--- src/rtl/blink_rate_decoder_if.sv ---
// blink_rate_decoder_if
// Groups the blink decoder's data signals into one bundle.
//   blink_in    : raw blinking square wave, asynchronous to the system clock
//   rate_code   : decoded switch code, 2'b11 means the wave has stopped
//   locked      : rate_code is confirmed and current
//   meas_valid  : one-cycle pulse per completed edge-to-edge measurement
//   half_period : last measured edge-to-edge interval in clocks
//   level_out   : synchronized copy of blink_in
// The master modport drives blink_in and observes the results.
// The slave modport is the decoder itself.
interface blink_rate_decoder_if #(
  parameter int CNT_W = 28
);
  logic             blink_in;
  logic [1:0]       rate_code;
  logic             locked;
  logic             meas_valid;
  logic [CNT_W-1:0] half_period;
  logic             level_out;

  modport master (
    output blink_in,
    input  rate_code, locked, meas_valid, half_period, level_out
  );

  modport slave (
    input  blink_in,
    output rate_code, locked, meas_valid, half_period, level_out
  );
endinterface

--- src/rtl/blink_rate_decoder.sv ---
// blink_rate_decoder
// Measures the interval between transitions of a blinking input.
// Decodes which of three blink rates is present, or that the wave has stopped.
// Recovers the 2-bit switch code used at the transmitting blinker.
// Ports:
//   CLOCK_50 : system clock, all logic on the rising edge
//   KEY0     : asynchronous active-low reset
//   bus      : slave side of blink_rate_decoder_if
//              (blink_in in; rate_code, locked, meas_valid, half_period, level_out out)
module blink_rate_decoder #(
  parameter int HALF_FAST = 25_000_000,
  parameter int HALF_MED  = 50_000_000,
  parameter int HALF_SLOW = 90_000_000,
  parameter int TOL       = 1_000_000,
  parameter int CNT_W     = 28
) (
  input logic                  CLOCK_50,
  input logic                  KEY0,
  blink_rate_decoder_if.slave  bus
);

  typedef enum logic {S_WAIT, S_RUN} state_t;

  localparam logic [CNT_W-1:0] TIMEOUT = CNT_W'(HALF_SLOW + TOL + 1);
  localparam logic [CNT_W-1:0] ONE     = CNT_W'(1);
  localparam logic [CNT_W-1:0] FAST_LO = CNT_W'(HALF_FAST - TOL);
  localparam logic [CNT_W-1:0] FAST_HI = CNT_W'(HALF_FAST + TOL);
  localparam logic [CNT_W-1:0] MED_LO  = CNT_W'(HALF_MED - TOL);
  localparam logic [CNT_W-1:0] MED_HI  = CNT_W'(HALF_MED + TOL);
  localparam logic [CNT_W-1:0] SLOW_LO = CNT_W'(HALF_SLOW - TOL);
  localparam logic [CNT_W-1:0] SLOW_HI = CNT_W'(HALF_SLOW + TOL);

  localparam logic [1:0] CODE_FAST = 2'b01;
  localparam logic [1:0] CODE_MED  = 2'b00;
  localparam logic [1:0] CODE_SLOW = 2'b10;
  localparam logic [1:0] CODE_STOP = 2'b11;

  logic sync1, sync2, dly, edge_q;

  state_t           state_q, state_d;
  logic [CNT_W-1:0] cnt_q, cnt_d;
  logic [1:0]       rate_q, rate_d;
  logic             locked_q, locked_d;
  logic             mv_q, mv_d;
  logic [CNT_W-1:0] hp_q, hp_d;
  logic [1:0]       cand_q, cand_d;
  logic             cand_valid_q, cand_valid_d;

  logic [1:0] cls;
  logic       cls_ok;

  // Synchronizer, delay flop and registered edge flag.
  // The extra edge register gives a fixed three-cycle input-to-output latency.
  // Because every edge sees the same delay, measured intervals stay exact.
  always_ff @(posedge CLOCK_50 or negedge KEY0) begin
    if (!KEY0) begin
      sync1  <= 1'b0;
      sync2  <= 1'b0;
      dly    <= 1'b0;
      edge_q <= 1'b0;
    end else begin
      sync1  <= bus.blink_in;
      sync2  <= sync1;
      dly    <= sync2;
      edge_q <= sync2 ^ dly;
    end
  end

  // Window classification of the interval that ends at the current edge.
  // The running count equals the interval whenever an edge is being processed.
  always_comb begin
    cls    = CODE_MED;
    cls_ok = 1'b1;
    if (cnt_q >= FAST_LO && cnt_q <= FAST_HI) begin
      cls = CODE_FAST;
    end else if (cnt_q >= MED_LO && cnt_q <= MED_HI) begin
      cls = CODE_MED;
    end else if (cnt_q >= SLOW_LO && cnt_q <= SLOW_HI) begin
      cls = CODE_SLOW;
    end else begin
      cls_ok = 1'b0;
    end
  end

  // Next-state logic for the measurement FSM and its datapath.
  // The counter restarts at 1 on each edge, so at the next edge it holds the interval.
  // The counter saturates at TIMEOUT rather than wrapping.
  // An edge takes priority over a timeout in the same cycle.
  always_comb begin
    state_d      = state_q;
    cnt_d        = (cnt_q == TIMEOUT) ? cnt_q : cnt_q + ONE;
    rate_d       = rate_q;
    locked_d     = locked_q;
    mv_d         = 1'b0;
    hp_d         = hp_q;
    cand_d       = cand_q;
    cand_valid_d = cand_valid_q;

    case (state_q)
      S_WAIT: begin
        if (edge_q) begin
          state_d  = S_RUN;
          cnt_d    = ONE;
          locked_d = 1'b0;
        end
      end
      S_RUN: begin
        if (edge_q) begin
          mv_d  = 1'b1;
          hp_d  = cnt_q;
          cnt_d = ONE;
          if (!cls_ok) begin
            locked_d     = 1'b0;
            cand_valid_d = 1'b0;
          end else if (cand_valid_q && cand_q == cls) begin
            rate_d   = cls;
            locked_d = 1'b1;
          end else begin
            cand_d       = cls;
            cand_valid_d = 1'b1;
            locked_d     = 1'b0;
          end
        end else if (cnt_q == TIMEOUT) begin
          rate_d       = CODE_STOP;
          locked_d     = 1'b1;
          cand_valid_d = 1'b0;
          state_d      = S_WAIT;
        end
      end
      default: begin
        state_d = S_WAIT;
      end
    endcase
  end

  // State and output registers.
  // Reset discards any partial measurement, so the next edge is only a reference.
  always_ff @(posedge CLOCK_50 or negedge KEY0) begin
    if (!KEY0) begin
      state_q      <= S_WAIT;
      cnt_q        <= '0;
      rate_q       <= CODE_MED;
      locked_q     <= 1'b0;
      mv_q         <= 1'b0;
      hp_q         <= '0;
      cand_q       <= 2'b00;
      cand_valid_q <= 1'b0;
    end else begin
      state_q      <= state_d;
      cnt_q        <= cnt_d;
      rate_q       <= rate_d;
      locked_q     <= locked_d;
      mv_q         <= mv_d;
      hp_q         <= hp_d;
      cand_q       <= cand_d;
      cand_valid_q <= cand_valid_d;
    end
  end

  assign bus.rate_code   = rate_q;
  assign bus.locked      = locked_q;
  assign bus.meas_valid  = mv_q;
  assign bus.half_period = hp_q;
  assign bus.level_out   = sync2;

endmodule

--- src/flat_wrapper.sv ---
// flat-port wrapper written by rule: the top's interface ports become plain ports
module blink_rate_decoder_flat 
#(
  parameter int HALF_FAST = 25_000_000,
  parameter int HALF_MED  = 50_000_000,
  parameter int HALF_SLOW = 90_000_000,
  parameter int TOL       = 1_000_000,
  parameter int CNT_W     = 28
)
  (CLOCK_50, KEY0, bus_blink_in, bus_rate_code, bus_locked, bus_meas_valid, bus_half_period, bus_level_out);
  blink_rate_decoder_if #(.CNT_W(CNT_W)) bus_i ();
  input logic CLOCK_50;
  input logic KEY0;
  input wire logic [$bits(bus_i.blink_in)-1:0] bus_blink_in;
  output wire logic [$bits(bus_i.rate_code)-1:0] bus_rate_code;
  output wire logic [$bits(bus_i.locked)-1:0] bus_locked;
  output wire logic [$bits(bus_i.meas_valid)-1:0] bus_meas_valid;
  output wire logic [$bits(bus_i.half_period)-1:0] bus_half_period;
  output wire logic [$bits(bus_i.level_out)-1:0] bus_level_out;
  assign bus_i.blink_in = bus_blink_in;
  assign bus_rate_code = bus_i.rate_code;
  assign bus_locked = bus_i.locked;
  assign bus_meas_valid = bus_i.meas_valid;
  assign bus_half_period = bus_i.half_period;
  assign bus_level_out = bus_i.level_out;
  blink_rate_decoder #(.HALF_FAST(HALF_FAST), .HALF_MED(HALF_MED), .HALF_SLOW(HALF_SLOW), .TOL(TOL), .CNT_W(CNT_W)) u_core (.CLOCK_50(CLOCK_50), .KEY0(KEY0), .bus(bus_i));
endmodule
--- config.mk ---
export PLATFORM = sky130hd
export DESIGN_NAME = blink_rate_decoder_flat
export DESIGN_NICKNAME = d
export VERILOG_FILES = /design/src/rtl/blink_rate_decoder_if.sv /design/src/rtl/blink_rate_decoder.sv /design/src/flat_wrapper.sv
export SDC_FILE = /design/constraint.sdc
export NUM_CORES = 1
export LEC_CHECK = 0
export CAP_MARGIN = 20
export CELL_PAD_IN_SITES_DETAIL_PLACEMENT = 0
export CELL_PAD_IN_SITES_GLOBAL_PLACEMENT = 1
export CORE_UTILIZATION = 47
export DETAILED_ROUTE_END_ITERATION = 16
export MAX_ROUTING_LAYER = met4
export PLACE_DENSITY_LB_ADDON = 0.1
export SYNTH_ARGS = -nofsm -noshare
export SYNTH_HDL_FRONTEND = slang
export SYNTH_SLANG_ARGS = --single-unit
export TNS_END_PERCENT = 10
--- constraint.sdc ---
create_clock -name CLOCK_50 -period 3.97 [get_ports CLOCK_50]
set_input_delay 0.794 -clock CLOCK_50 [delete_from_list [all_inputs] [get_ports CLOCK_50]]
set_output_delay 0.794 -clock CLOCK_50 [all_outputs]
set_load 0.02 [all_outputs]
# [Yosys cells after proc, flatten, opt, wreduce, memory -nomap -nowiden]
# Index checks and enable logic that the tools add are counted.
# W data, S select, Z words.
[word_totals] register_bits=68 word_cells=67
[classes] n_eq_ne=8 reduce_logical=10 add_sub_neg=1 bitwise_logic=3 muxes=27 n_lt_le_gt_ge=6
[op_table] cell="$mux W28" count=2
[op_table] cell="$add A28 B1 Y28 const B" count=1
[op_table] cell="$eq A28 B27 Y1 const B" count=1
[op_table] cell="$ge A28 B25 Y1 const B" count=1
[op_table] cell="$ge A28 B26 Y1 const B" count=1
[op_table] cell="$ge A28 B27 Y1 const B" count=1
[op_table] cell="$le A28 B25 Y1 const B" count=1
[op_table] cell="$le A28 B26 Y1 const B" count=1
[op_table] cell="$le A28 B27 Y1 const B" count=1
[op_table] cell="$mux W1" count=16
[op_table] cell="$mux W2" count=7
[op_table] cell="$reduce_and A4 Y1" count=2
[op_table] cell="$logic_and A1 B1 Y1" count=4
[op_table] cell="$ne A2 B1 Y1 const B" count=2
[op_table] cell="$ne A2 B2 Y1 const B" count=2
[op_table] cell="$pmux W1 S2" count=2
[op_table] cell="$reduce_and A2 Y1" count=2
[op_table] cell="$ne A3 B2 Y1 const B" count=1
[op_table] cell="$ne A3 B3 Y1 const B" count=1
[op_table] cell="$reduce_and A3 Y1" count=1
[op_table] cell="$eq A2 B2 Y1" count=1
[op_table] cell="$not A1 Y1" count=2
[op_table] cell="$reduce_bool A2 Y1" count=1
[op_table] cell="$xor A1 B1 Y1" count=1

# [Depth between registers and ports, before layout]
[logic_depth] word_depth=11 depth_mapped=9 ltp_nobuf=8

# [Worst setup path before layout]
# No wires, ideal clock.
[synth_path] kind="register -> register" start="register u_core.cnt_q[8]" end="register u_core.rate_q[0], in the netlist u_core.bus.rate_code[0]" path_slack_ps=1447 period_less_slack_ps=2523 arrival_time_ps=2396 setup_time_ps=128 required_time_ps=3842 stages_incl_launch_ff=9 cell_sequence="dfrtp_1 > buf_6 > nor4bb_1 > nand3_1 > or4_1 > a32oi_2 > mux2i_1 > nand4_1 > mux2_1"
[synth_via] elab_chain_len=9 word_cells_on_any_way=25
[synth_rtl] item="from (decl)" line="blink_rate_decoder.sv:41" source="logic [CNT_W-1:0] cnt_q, cnt_d;"
[synth_rtl] item="from (signal assigned)" line="blink_rate_decoder.sv:150" source="cnt_q <= cnt_d;"
[synth_rtl] item="$ge A28 B27 Y1 or $le A28 B27 Y1 (tied branches)" line="blink_rate_decoder.sv:78" source="end else if (cnt_q >= SLOW_LO && cnt_q <= SLOW_HI) begin"
[synth_rtl] item="$logic_and A1 B1 Y1" line="blink_rate_decoder.sv:78"
[synth_rtl] item="$mux W2" line="blink_rate_decoder.sv:78"
[synth_rtl] item="$mux W2" line="blink_rate_decoder.sv:76" source="end else if (cnt_q >= MED_LO && cnt_q <= MED_HI) begin"
[synth_rtl] item="$mux W2" line="blink_rate_decoder.sv:74" source="if (cnt_q >= FAST_LO && cnt_q <= FAST_HI) begin"
[synth_rtl] item="$eq A2 B2 Y1" line="blink_rate_decoder.sv:115" source="end else if (cand_valid_q && cand_q == cls) begin"
[synth_rtl] item="$logic_and A1 B1 Y1" line="blink_rate_decoder.sv:115"
[synth_rtl] item="$ne A2 B2 Y1 (no source line)"
[synth_rtl] item="$reduce_and A4 Y1 (no source line)"
[synth_rtl] item="to (signal assigned)" line="blink_rate_decoder.sv:151" source="rate_q <= rate_d;"
[synth_rtl] item="to (decl)" line="blink_rate_decoder.sv:42" source="logic [1:0] rate_q, rate_d;"
# Parallel ways exist; a longest one is shown, timed or not. The select of a mux whose other input is x is not followed.
# A chain may end at the register's enable or synchronous reset.

# [Worst setup path in the final report]
[layout_path] start="register u_core.cnt_q[20]" end="register u_core.rate_q[0], in the netlist u_core.bus.rate_code[0]"
# The elaborated chain is that of the path after synthesis.

==> reports/results.txt <==
Top cells by count, synth - nand2_1, dfrtp_1, nor2_1
Synth cell types - 56
RSZ-0062 raised after global routing - false
Filler cells - 694
Clk buf depth - 2
Largest area contributor in the netlist - dfrtp_1
Clock-pin slew of the registers on the worst-case setup and hold paths - 0.08 ns
Critical path buffer and inverter count - 0
Final hold vios - 0
Crit-path max cell delay - 0.51 ns
Final ANT Viol Nets - 0
Critical path's slowest cell - nor3_1
CP startpoint kind - flip-flop
Area grow syn2layout - 15.77%
Multi-input gate area - 1658 um2
Synth Net Count - 400
Synth area leaders - dfrtp_1, nand2_1, xor2_1
Final Cycle Share - 0.7366
First-pass GRT wire length - 13,540 um
Die X - 88.78 um
CTS tree - yes
Slew margin rel. - 0.5450
Seq/Total Area, Yosys - 0.4807
Num CTS Buffers - 9
Core area - 7253 um2
Worst-margin pin slew - 0.6824 ns
Slew Limit Fails - 0
Setup TNS - 0 ns
Ant. Diodes - 0
Initial antenna violation count - 0
Warnings from Yosys - 0
Power per cell area - 364.5 nW/um2
Primary FF master, synth - dfrtp_1
Total GRT Usage - 0.2434
Avg Cell Area, Syn - 8.984 um2
Worst EP required - 4.21 ns
Die height - 88.78 um
Worst Path Arrival - 3.16 ns
Finished Cell Area - 4098 um2
Clk Latency, worst-skew pair - 0.35 ns
Dpl hpwl - 5742 um
Drt pass-1 iters - 4
Row count - 31
Routed WL per cell - 16.26 um
Leakage power - 1.824 nW
Synth top area share - 0.4807
Via density per instance - 5.404
Max layer used - met4
Post-synth EDFFs - 0
Postcts setup bufs - 0
Synth Register Bits - 68
Clock Skew - 0.01034 ns
Initial Utilization - 0.4880
Setup crit end kind - flip-flop
# resized after CTS - 0
Grt total ovfl - 0
CP most frequent cell - nand4_1
Mapped Cells - 394
Via Count - 2,794
Total Nets Final - 419
Routability cong. - 0.8612
Largest net degree at the start of global routing - 41
IO Port Bufs - 35
Sequential standard cell area - 1702 um2
Most numerous cell in the Yosys netlist - nand2_1
CP cell instances - nor3_1 -> nand4_1 -> or4_1 -> a32oi_2 -> mux2i_1 -> nand4_1 -> mux2_1
Vias in the first global route - 2,616
Min Clock Period, post-route - 2.924 ns
I/O pins - 36
Synth Cell Area - 3540 um2
WL met2 - 3811 um
Share of cells above drive strength 1 - 0.06459
Starting DRT DRC Count - 140
DR DRC count - 0
Status - finished, final reports clean
Routed wl met3 - 291 um
Total Routed Length - 8408 um
Crit path kind - reg -> reg
Fmax - 342.0 MHz
Clock root buffer - clkbuf_8
Placed Area - 3881 um2
Crit-path max FO - 11
Die area - 7882 um2
Worst min path class - reg -> reg
Worst vdd ir - 0.3098 mV
Hold-fix buffers, CTS - 0
H-tree Lvls - 3
Max cap viols - 0
Wl on met1 - 4146 um
# clock sinks - 68
FFs w/ async S/R, synth - 1.000
# setup viols final - 0
Crit-path leading delay family - simple AND/OR/NAND/NOR gates
R2R Setup Slk - 1.05 ns
[cells by family after synthesis]
group           Yosys count  share of synthesized area
compound gates           53                     0.1082
xor+xnor                 25                    0.06186
fa+ha+maj                 3                    0.01061
buf+inv                  38                    0.05090
flops                    68                     0.4807
mux                       4                    0.01202
simple gates            203                     0.2757
[final timing paths]
kind	start	cells after the start	to
min in group asynchronous	KEY0	1	u_core.bus.half_period[5]
worst min-delay path	u_core.sync1	0	u_core.bus.level_out
worst max register to register	u_core.cnt_q[20]	7	u_core.bus.rate_code[0]
max in group asynchronous	KEY0	2	u_core.cand_q[1]
worst max-delay path	u_core.cnt_q[20]	7	u_core.bus.rate_code[0]
worst min register to register	u_core.sync1	0	u_core.bus.level_out
[final cells by class]
type | count | share of cell area
Tap cell | 99 | 0.03023
Sequential cell | 68 | 0.4153
Multi-Input combinational cell | 288 | 0.4046
Inverter | 8 | 0.007328
Timing Repair Buffer | 38 | 0.08977
Clock buffer | 10 | 0.03114
Clock inverter | 6 | 0.02168
[worst reg2reg max path: cells and delay by family, from the launching register on]
kind	cells	cell delay (ns)
compound gates	1	0.30
flops	1	0.49
mux	2	0.69
simple gates	4	1.34
[state kept, by name, summed over array words and instances, names as in the netlist]
signal	count
u_core.edge_q	1
u_core.state_q	1
u_core.cand_q	2
u_core.bus.half_period	28
u_core.sync1	1
u_core.dly	1
u_core.cand_valid_q	1
u_core.bus.rate_code	2
u_core.bus.meas_valid	1
u_core.cnt_q	28
u_core.bus.level_out	1
u_core.bus.locked	1
[cells in the final DEF (no fill, tap or decap), types with 8 or more instances in the layout]
master / synthesis / routed
nor2_1: 33 / 33
clkdlybuf4s50_1: 0 / 34
xnor2_1: 9 / 9
o21ai_0: 16 / 16
nand3_1: 11 / 11
clkbuf_8: 0 / 9
xor2_1: 16 / 16
nand2_1: 101 / 101
dfrtp_1: 68 / 68
a21oi_1: 8 / 8
[stage by stage]
step / utilization / total power [mW] / instances / worst slack, ns / hold slack [ns]
global route: 0.5649 / 1.555 / 517 / 0.7768 / 0.3720
finish: 0.5649 / 1.494 / 517 / 1.046 / 0.3672
CTS: 0.5649 / 1.510 / 517 / 1.029 / 0.3694
global placement: 0.5351 / 0.8793 / 501 / 1.157 / 0.3454
detailed placement: 0.5351 / 0.8799 / 501 / 1.038 / 0.3371
floorplan: - / 0.8154 / 394 / 1.447 / 0.3312
[metal layers]
layer	up-vias	track usage
li1	1374	-
met1	1354	0.3181
met2	51	0.3734
met3	15	0.05131
met4	0	0.08798
met5	-	-
[power by group]
part | total [mW] | leakage (nW) | switching, mW | internal (mW)
Sequential | 0.728 | 0.924 | 0.0159 | 0.712
Combinational | 0.135 | 0.797 | 0.0919 | 0.0433
Clock | 0.631 | 0.102 | 0.277 | 0.354
Note: power is estimated with default switching activity, not from simulation.
